**config.mk**
```make
export PLATFORM = sky130hd
export DESIGN_NAME = hazard_stall_flush_controller
export DESIGN_NICKNAME = d
export VERILOG_FILES = /design/src/rtl/hazard_stall_flush_controller.sv
export SDC_FILE = /design/constraint.sdc
export NUM_CORES = 1
export LEC_CHECK = 0
export CAP_MARGIN = 40
export CORE_UTILIZATION = 33
export CTS_BUF_LIST = sky130_fd_sc_hd__clkbuf_8
export DETAILED_ROUTE_END_ITERATION = 16
export PLACE_DENSITY = 0.82
export SYNTH_ARGS = -nofsm -noshare
export SYNTH_HDL_FRONTEND = slang
export SYNTH_SLANG_ARGS = --single-unit
export TNS_END_PERCENT = 20
```
**constraint.sdc**
```tcl
create_clock -name clk -period 2.2 [get_ports clk]
set_input_delay 0.55 -clock clk [delete_from_list [all_inputs] [get_ports clk]]
set_output_delay 0.55 -clock clk [all_outputs]
set_load 0.1 [all_outputs]
```
**src/rtl/hazard_stall_flush_controller.sv**
```systemverilog
// -----------------------------------------------------------------------------
// hazard_stall_flush_controller
//
// Purpose
//   This is the pipeline hazard controller that sits next to the execute-stage
//   forwarding unit. It handles the hazards that forwarding cannot resolve:
//     - load-use:  stall F/D and insert a bubble into E
//     - redirect:  flush D/E when a branch or jump is taken in E
//     - mem wait:  freeze the whole pipe while a data access is pending
//   A watchdog turns an unanswered data access into a one-cycle mem_fault pulse.
//   The outputs drive the enable/clear pins of the IF/ID, ID/EX, EX/MEM and
//   MEM/WB pipeline registers.
//
// Configuration
//   HAZARD_PERF_CNT_EN  When defined, the three wrapping performance counters
//                       are built. When undefined, the perf_* ports are tied
//                       to 0.
//
// Parameters
//   MEM_TIMEOUT  Consecutive wait cycles allowed before a fault. Must be >= 2.
//   CNT_W        Width of the wait counter. Requires 2**CNT_W > MEM_TIMEOUT.
//   PERF_W       Width of each performance counter.
//
// Ports
//   clk, reset_n                      Clock (rising edge); async active-low reset.
//   rs1_d, rs2_d, uses_rs1_d/rs2_d    D-stage source registers and their use flags.
//   rd_e, memread_e                   E-stage destination register; E is a load.
//   pc_src_e                          E-stage taken branch/jump.
//   dmem_req_m, dmem_ready_m          M-stage access in flight; access completes.
//   stall_f/d/e/m, flush_d/e/m/w      Stage register hold / clear.
//   mem_fault                         One-cycle watchdog timeout pulse.
//   perf_lu_cnt, perf_mem_cnt,
//   perf_flush_cnt                    Load-use, freeze and redirect cycle counts.
// -----------------------------------------------------------------------------
module hazard_stall_flush_controller #(
  parameter int MEM_TIMEOUT = 255,
  parameter int CNT_W       = 8,
  parameter int PERF_W      = 32
) (
  input  logic              clk,
  input  logic              reset_n,
  input  logic [4:0]        rs1_d,
  input  logic [4:0]        rs2_d,
  input  logic              uses_rs1_d,
  input  logic              uses_rs2_d,
  input  logic [4:0]        rd_e,
  input  logic              memread_e,
  input  logic              pc_src_e,
  input  logic              dmem_req_m,
  input  logic              dmem_ready_m,
  output logic              stall_f,
  output logic              stall_d,
  output logic              stall_e,
  output logic              stall_m,
  output logic              flush_d,
  output logic              flush_e,
  output logic              flush_m,
  output logic              flush_w,
  output logic              mem_fault,
  output logic [PERF_W-1:0] perf_lu_cnt,
  output logic [PERF_W-1:0] perf_mem_cnt,
  output logic [PERF_W-1:0] perf_flush_cnt
);

  typedef enum logic [1:0] {
    S_RUN   = 2'd0,
    S_WAIT  = 2'd1,
    S_FAULT = 2'd2
  } state_t;

  state_t           state, state_nxt;
  logic [CNT_W-1:0] wait_cnt, wait_cnt_nxt;

  logic lu_hit;
  logic mem_wait;
  logic do_freeze;
  logic do_redirect;
  logic do_lu;
  logic do_fault;

  // Hazard detection. Register x0 never creates a dependency.
  assign lu_hit = memread_e && (rd_e != 5'd0) &&
                  ((uses_rs1_d && (rs1_d == rd_e)) ||
                   (uses_rs2_d && (rs2_d == rd_e)));

  assign mem_wait = dmem_req_m && !dmem_ready_m;

  // State register
  always_ff @(posedge clk or negedge reset_n) begin
    if (!reset_n) begin
      state    <= S_RUN;
      wait_cnt <= '0;
    end else begin
      state    <= state_nxt;
      wait_cnt <= wait_cnt_nxt;
    end
  end

  // Next-state logic and action selection.
  // Priority order: fault, then freeze, then redirect, then load-use.
  always_comb begin
    state_nxt    = state;
    wait_cnt_nxt = wait_cnt;
    do_freeze    = 1'b0;
    do_redirect  = 1'b0;
    do_lu        = 1'b0;
    do_fault     = 1'b0;
    unique case (state)
      S_RUN: begin
        if (mem_wait) begin
          // The detection cycle counts as the first wait cycle.
          do_freeze    = 1'b1;
          state_nxt    = S_WAIT;
          wait_cnt_nxt = CNT_W'(1);
        end else begin
          do_redirect = pc_src_e;
          do_lu       = !pc_src_e && lu_hit;
        end
      end
      S_WAIT: begin
        if (mem_wait) begin
          do_freeze = 1'b1;
          if (wait_cnt == CNT_W'(MEM_TIMEOUT)) begin
            state_nxt = S_FAULT;
          end else begin
            wait_cnt_nxt = wait_cnt + CNT_W'(1);
          end
        end else begin
          // Either ready arrived or the request was withdrawn. The freeze
          // drops in this same cycle, and any hazards that were masked
          // during the freeze are evaluated again here.
          do_redirect  = pc_src_e;
          do_lu        = !pc_src_e && lu_hit;
          state_nxt    = S_RUN;
          wait_cnt_nxt = '0;
        end
      end
      S_FAULT: begin
        do_fault     = 1'b1;
        state_nxt    = S_RUN;
        wait_cnt_nxt = '0;
      end
      default: begin
        state_nxt    = S_RUN;
        wait_cnt_nxt = '0;
      end
    endcase
  end

  // Output decode. All outputs are forced low while reset is asserted.
  always_comb begin
    stall_f   = 1'b0;
    stall_d   = 1'b0;
    stall_e   = 1'b0;
    stall_m   = 1'b0;
    flush_d   = 1'b0;
    flush_e   = 1'b0;
    flush_m   = 1'b0;
    flush_w   = 1'b0;
    mem_fault = 1'b0;
    if (reset_n) begin
      if (do_fault) begin
        mem_fault = 1'b1;
        stall_f   = 1'b1;
        flush_d   = 1'b1;
        flush_e   = 1'b1;
        flush_m   = 1'b1;
      end else if (do_freeze) begin
        stall_f = 1'b1;
        stall_d = 1'b1;
        stall_e = 1'b1;
        stall_m = 1'b1;
        flush_w = 1'b1;
      end else if (do_redirect) begin
        flush_d = 1'b1;
        flush_e = 1'b1;
      end else if (do_lu) begin
        stall_f = 1'b1;
        stall_d = 1'b1;
        flush_e = 1'b1;
      end
    end
  end

`ifdef HAZARD_PERF_CNT_EN
  // Performance counters. They wrap on overflow.
  always_ff @(posedge clk or negedge reset_n) begin
    if (!reset_n) begin
      perf_lu_cnt    <= '0;
      perf_mem_cnt   <= '0;
      perf_flush_cnt <= '0;
    end else begin
      if (do_lu)       perf_lu_cnt    <= perf_lu_cnt + PERF_W'(1);
      if (do_freeze)   perf_mem_cnt   <= perf_mem_cnt + PERF_W'(1);
      if (do_redirect) perf_flush_cnt <= perf_flush_cnt + PERF_W'(1);
    end
  end
`else
  assign perf_lu_cnt    = '0;
  assign perf_mem_cnt   = '0;
  assign perf_flush_cnt = '0;
`endif

endmodule

```
==> impl_metrics.csv, run 1 <==
group,metric,value,unit
yosys,synth_edf_count,0,
yosys,synth_compound_area_frac,0.0996,
timing,rsz0062_at_grt,"true",
drt,firstDrtPassIters,4,
yosys,synth_simple_gate_area_frac,0.164,
drt,drt_iter0_drc,10,
pwr,internal_power,0.442,mW
run_status,status,"finished with violations",
clocking,htree_num_levels,1,
global_routing,grt_pass1_wl,4130,um
timing,skew,2.02,ps
pwr,p_leak,0.914,nW
drt,viasPerCell,3.99,
setup_path,cp.arrival,1730,ps
global_routing,grt_pass1_vias,944,
pwr,power_switching_share,0.671,
hold_path,hold_path_class,"input pin to async pin",
clocking,cts_made_buffers,3,
die,die-height,69.9,um
run,cap_violations,0,
setup_path,crit_path_start_kind,"input pin",
yosys,synth_xor_area_frac,0.0576,
final_layout,drive_above_1_share,0.255,
drt,antenna_left,0,
drt,routedWlPerCell,9.65,um
yosys,syn_inst,195,
setup_path,critPathKind,"input pin to output pin",
place,placed_cell_area,0.00176,sq mm
yosys,synth_top_family_by_area,"buffers and inverters",
global_routing,grt_util_all_layers,0.103,
final_layout,n_fill_cell,447,
drt,vias,1162,
die,core,0.00438,sq mm
timing,timing.final.ws_setup,-75.4,ps
final_layout,final_util,0.421,
yosys,syn-cell-area,0.00152,sq mm
die,row_count,24,
pwr,p_seq_frac,0.147,
clocking,cts_tree,"yes",
pwr,switchingPower,0.903,mW
die,die_x,69.9,um
final_layout,fin_nets,264,
yosys,ys_seq_area_frac,0.165,
setup_path,crit_path_max_fanout,3,
global_routing,grt_max_degree,13,
timing,slew_violations,0,
global_routing,grt_overflow,0,
clocking,cts_setup_buffers,0,
yosys,synth_ff_type,"dfrtp_1",
pwr,p_clk_frac,0.177,
setup_path,crit_required,1650,ps
pwr,vdd_ir_drop_max,0.288,mV
yosys,ys_types,38,
yosys,synth-seq-cells,10,
timing,finalSetupViolations,3,
place,gp_congestion,0.828,
clocking,insertion_delay,240,ps
final_layout,fin_area,0.00185,sq mm
drt,drc,0,
clocking,clockBufferDepth,2,
clocking,postCtsHoldBufs,0,
die,dieArea,0.00488,sq mm
place,io_buffer_count,31,
clocking,clk_pin_slew,50,ps
final_layout,n_antenna_cell,0,
clocking,ctsRootBufferMaster,"clkbuf_8",
clocking,clock_sinks,10,
pwr,p_comb_frac,0.676,
timing,fmax,439,MHz
timing,min_period_over_period,1.03,
yosys,syn_avg_cell_area,7.80,sq um
drt,wl,2810,um
place,dp_hpwl,2260,um
yosys,synthMuxAreaShare,0,
yosys,synthArstFlopShare,1.00,
timing,hold_violations,0,
setup_path,critPathCaptureType,"output pin",
run_status,violations,"negative setup slack",
yosys,synth_fa_ha_area_frac,0.00823,
timing,post-route-min-period,2280,ps
yosys,yosysWarnings,0,
place,pre_cts_ws,-499,ps
die,start_util,0.347,
global_routing,antenna_found_initial,0,
pwr,powerDensity,728,mW/mm^2
final_layout,area_delta_synth_final,21.5,%
die,ios,128,
per-stage QoR:
| stage | power, mW | setup TNS [ps] | cells | hold slack, ps |
|---|---|---|---|---|
| detailed placement | 1.10 | -2860 | 287 | 522 |
| finish | 1.34 | -208 | 291 | 239 |
| global placement | 1.10 | -2770 | 287 | 509 |
| global route | 1.38 | -401 | 291 | 258 |
| CTS | 1.34 | -265 | 291 | 369 |
| floorplan | 1.14 | -2060 | 290 | 254 |
critical path, cell delays in order:
cell and delay, ps:
buf_6 100, or4_4 540, o21ai_2 150, buf_6 150
o21bai_4 80, buf_12 170
state kept, by name, indices dropped and copies added (netlist names):
signal	cells
wait_cnt	8
state	2
power groups by stage:
| stage | sequential [mW] | clock, mW | combinational (mW) |
|---|---|---|---|
| 2_1_floorplan | 0.197 | 0 | 0.938 |
| 3_3_place_gp | 0.201 | 0 | 0.899 |
| 3_5_place_dp | 0.201 | 0 | 0.903 |
| 4_1_cts | 0.198 | 0.241 | 0.900 |
| 5_1_grt | 0.199 | 0.249 | 0.928 |
| 6_report | 0.198 | 0.238 | 0.909 |
logic make-up after synthesis:
logic type | count (synthesis)
flip-flops | 10
XOR/XNOR | 10
other | 1
AO/OA/AOI/OAI | 24
buffers and inverters | 104
adder cells (fa/ha/maj) | 1
AND/OR/NAND/NOR | 45
cells in the final DEF, fill, tap and decap left out, drive strengths merged, types with 2 or more instances in the layout:
master	Yosys	routed
conb	1	96
buf	100	37
dfrtp	10	10
a21oi	9	9
xor2	8	8
nor2	8	8
nand2	7	7
dlygate4sd2	0	6
clkbuf	2	6
nor3	5	5
nand4	4	4
a31oi	4	4
o21ai	4	4
nand3	3	3
nor4	3	3
and2	2	2
xnor2	2	2
clkdlybuf4s50	0	2
nor2b	2	2
inv	2	2
or4	2	2
worst paths after layout:
path	startpoint	endpoint	slack, ps	cells past startpoint
worst min register to register	wait_cnt[0]	wait_cnt[0]	540	1
worst max register to register	wait_cnt[0]	wait_cnt[5]	640	5
worst min-delay path	reset_n	state[0]	240	2
min in group clk	wait_cnt[0]	wait_cnt[0]	540	1
max in group asynchronous	reset_n	wait_cnt[4]	1830	2
worst max-delay path	rd_e[4]	stall_d	-80	6
layout make-up:
class                   instances  area [sq um]  share of cell area
flip-flops and latches         10           250               0.136
repair buffers                 47           498               0.270
multi-input cells             176           971               0.526
clock buffers                   4          55.1              0.0298
inverters                       2          7.51             0.00407
well taps                      52          65.1              0.0352
synth_stat cells, types with 3 or more instances:
master	number	share of area
buf_4	100	0.49
dfrtp_1	10	0.16
a21oi_1	8	0.026
nor2_1	8	0.020
xor2_1	8	0.046
nand2_1	7	0.017
nor3_1	5	0.016
a31oi_1	4	0.016
nand4_1	4	0.016
o21ai_0	4	0.013
nand3_1	3	0.0099
nor4_1	3	0.012
timing repair:
item | 4_1_cts | 5_1_grt
endpoints found under the setup margin | 9 | 6
resized for setup | 69 | 13
pin swaps | 20 | 7
layer usage:
layer / vias up / track usage / wire (um)
met5: - / 0 / 0
met4: 0 / 0.0333 / 34
met3: 3 / 0.0216 / 260
met2: 75 / 0.186 / 1450
li1: 552 / - / -
met1: 532 / 0.121 / 1070
No activity file was read; power rests on OpenSTA's default activity.
==> run 2, diff against run 1 <==
--- a/config.mk
+++ b/config.mk
@@ -6,10 +6,11 @@
 export NUM_CORES = 1
 export LEC_CHECK = 0
 export CAP_MARGIN = 40
+export CORE_MARGIN = 2
 export CORE_UTILIZATION = 33
 export CTS_BUF_LIST = sky130_fd_sc_hd__clkbuf_8
 export DETAILED_ROUTE_END_ITERATION = 16
-export PLACE_DENSITY = 0.82
+export PLACE_DENSITY_LB_ADDON = 0.05
 export SYNTH_ARGS = -nofsm -noshare
 export SYNTH_HDL_FRONTEND = slang
 export SYNTH_SLANG_ARGS = --single-unit
==> impl_metrics.csv, run 2 (synthesis results as in run 1) <==
group,metric,value,unit
final_layout,area_delta_synth_final,23.0,%
die,start_util,0.347,
setup_path,crit_path_max_fanout,3,
clocking,clockBufferDepth,2,
final_layout,largest_registers,"wait_cnt x8, state x2",
pwr,internal_power,0.443,mW
die,ios,128,
die,die-height,71.9,um
setup_path,cp.arrival,1740,ps
final_layout,regMostFlops,"wait_cnt",
clocking,htree_num_levels,1,
setup_path,critPathKind,"input pin to output pin",
drt,drt_iter0_drc,20,
final_layout,final_cell_mix,"conb_1 (96), buf_4 (14), dfrtp_1 (10)",
setup_path,r2r_end,"wait_cnt[5]",
pwr,power_switching_share,0.670,
die,dieArea,0.00517,sq mm
global_routing,grt_util_all_layers,0.105,
setup_path,r2r_cells,5,
timing,post-route-min-period,2290,ps
die,core,0.00438,sq mm
timing,skew,2.35,ps
drt,viasPerCell,3.87,
setup_path,crit_buf_inv,3,
global_routing,grt_max_degree,13,
setup_path,cp.depth,6,
global_routing,grt_pass1_vias,916,
place,pre_cts_ws,-548,ps
drt,drc,0,
final_layout,fin_nets,265,
pwr,p_clk_frac,0.175,
setup_path,crit_path_start_kind,"input pin",
timing,hold_violations,0,
clocking,clock_sinks,10,
drt,vias,1131,
timing,fin_hold_ws,352,ps
place,io_buffer_count,31,
final_layout,n_antenna_cell,0,
hold_path,hold_path_class,"input pin to async pin",
run_status,violations,"negative setup slack",
clocking,cts_made_buffers,3,
global_routing,grt_pass1_wl,4330,um
place,dp.cells,287,
timing,rsz0062_at_grt,"true",
final_layout,largest_reg_flops,8,
drt,routedWlPerCell,10.6,um
clocking,clk_pin_slew,50,ps
setup_path,timing.rr.start,"wait_cnt[0]",
setup_path,crit_start,"rd_e[1]",
setup_path,ff2ff_setup_slack,640,ps
global_routing,antenna_found_initial,0,
timing,min_period_over_period,1.04,
clocking,insertion_delay,240,ps
pwr,powerDensity,719,mW/mm^2
pwr,p_comb_frac,0.678,
timing,timing.final.ws_setup,-93.6,ps
pwr,vdd_ir_drop_max,0.321,mV
run_status,status,"finished with violations",
final_layout,drive_above_1_share,0.258,
die,row_count,24,
setup_path,cp_top_family,"simple AND/OR/NAND/NOR gates",
pwr,power,1.34,mW
final_layout,final_common_cell,"conb_1",
setup_path,worstPathCellList,"buf_2 > or4_4 > o21ai_2 > buf_4 > o22ai_4 > buf_12",
setup_path,crit_required,1650,ps
setup_path,cp-endpoint,"flush_e",
die,die_x,71.9,um
final_layout,fin_area,0.00187,sq mm
place,placed_cell_area,0.00176,sq mm
setup_path,crit_path_top_delay_cell,"or4_4",
timing,finalSetupViolations,3,
drt,antenna_left,0,
global_routing,grt_overflow,0,
place,gp_congestion,0.865,
timing,slew_violations,0,
pwr,switchingPower,0.901,mW
drt,wl,3090,um
final_layout,stdcell_count,292,
pwr,p_seq_frac,0.147,
place,dp_hpwl,2580,um
clocking,ctsRootBufferMaster,"clkbuf_8",
drt,firstDrtPassIters,4,
setup_path,cpPeakStageDelay,520,ps
timing,fmax,436,MHz
run,cap_violations,0,
pwr,p_leak,0.921,nW
clocking,cts_tree,"yes",
setup_path,critPathCaptureType,"output pin",
==> run 2: cell types whose count changed in the layout (fill, tap and decap cells not counted), sizes merged <==
cell and delta:
clkbuf -1, buf -1, clkdlybuf4s15 +3
==> run 2: layer usage <==
| layer | vias to the layer above | GRT usage | share of wire |
|---|---|---|---|
| li1 | 546 | - | - |
| met1 | 518 | 0.137 | 0.39 |
| met2 | 65 | 0.179 | 0.52 |
| met3 | 2 | 0.0113 | 0.087 |
| met4 | 0 | 0.0377 | 0.0032 |
| met5 | - | 0 | 0 |
==> run 2: final cells by class <==
type,instances,area [sq um]
multi-input cells,176,976
flip-flops and latches,10,250
fillers,465,2510
inverters,2,7.51
well taps,52,65.1
clock buffers,4,55.1
repair buffers,48,517
==> run 2: timing repair <==
action | 4_1_cts | 5_1_grt
pin swaps | 19 | 6
buffers inserted | 0 | 1
endpoints found under the setup margin | 9 | 9
gates resized for setup | 68 | 10
endpoints found under the hold margin | 0 | 0
hold buffers | 0 | 0
gates cloned | 0 | 0
==> run 2: worst min path at each step <==
stage / cells after the start / end / from
floorplan: 0 / state[0] / reset_n
global placement: 1 / wait_cnt[0] / wait_cnt[0]
detailed placement: 1 / wait_cnt[0] / wait_cnt[0]
CTS: 2 / wait_cnt[2] / reset_n
global route: 2 / wait_cnt[2] / reset_n
finish: 2 / wait_cnt[7] / reset_n
==> run 2: power by group through the flow <==
stage / logic (mW) / registers [mW] / clock network, mW
floorplan: 0.938 / 0.197 / 0
global placement: 0.903 / 0.201 / 0
detailed placement: 0.903 / 0.201 / 0
CTS: 0.901 / 0.198 / 0.244
global route: 0.935 / 0.198 / 0.248
finish: 0.912 / 0.198 / 0.235
==> run 2: per-stage QoR <==
| stage | utilization | TNS (ps) |
|---|---|---|
| 2_1_floorplan | - | -2060 |
| 3_3_place_gp | 0.402 | -3260 |
| 3_5_place_dp | 0.402 | -3310 |
| 4_1_cts | 0.418 | -344 |
| 5_1_grt | 0.427 | -433 |
| 6_report | 0.427 | -272 |
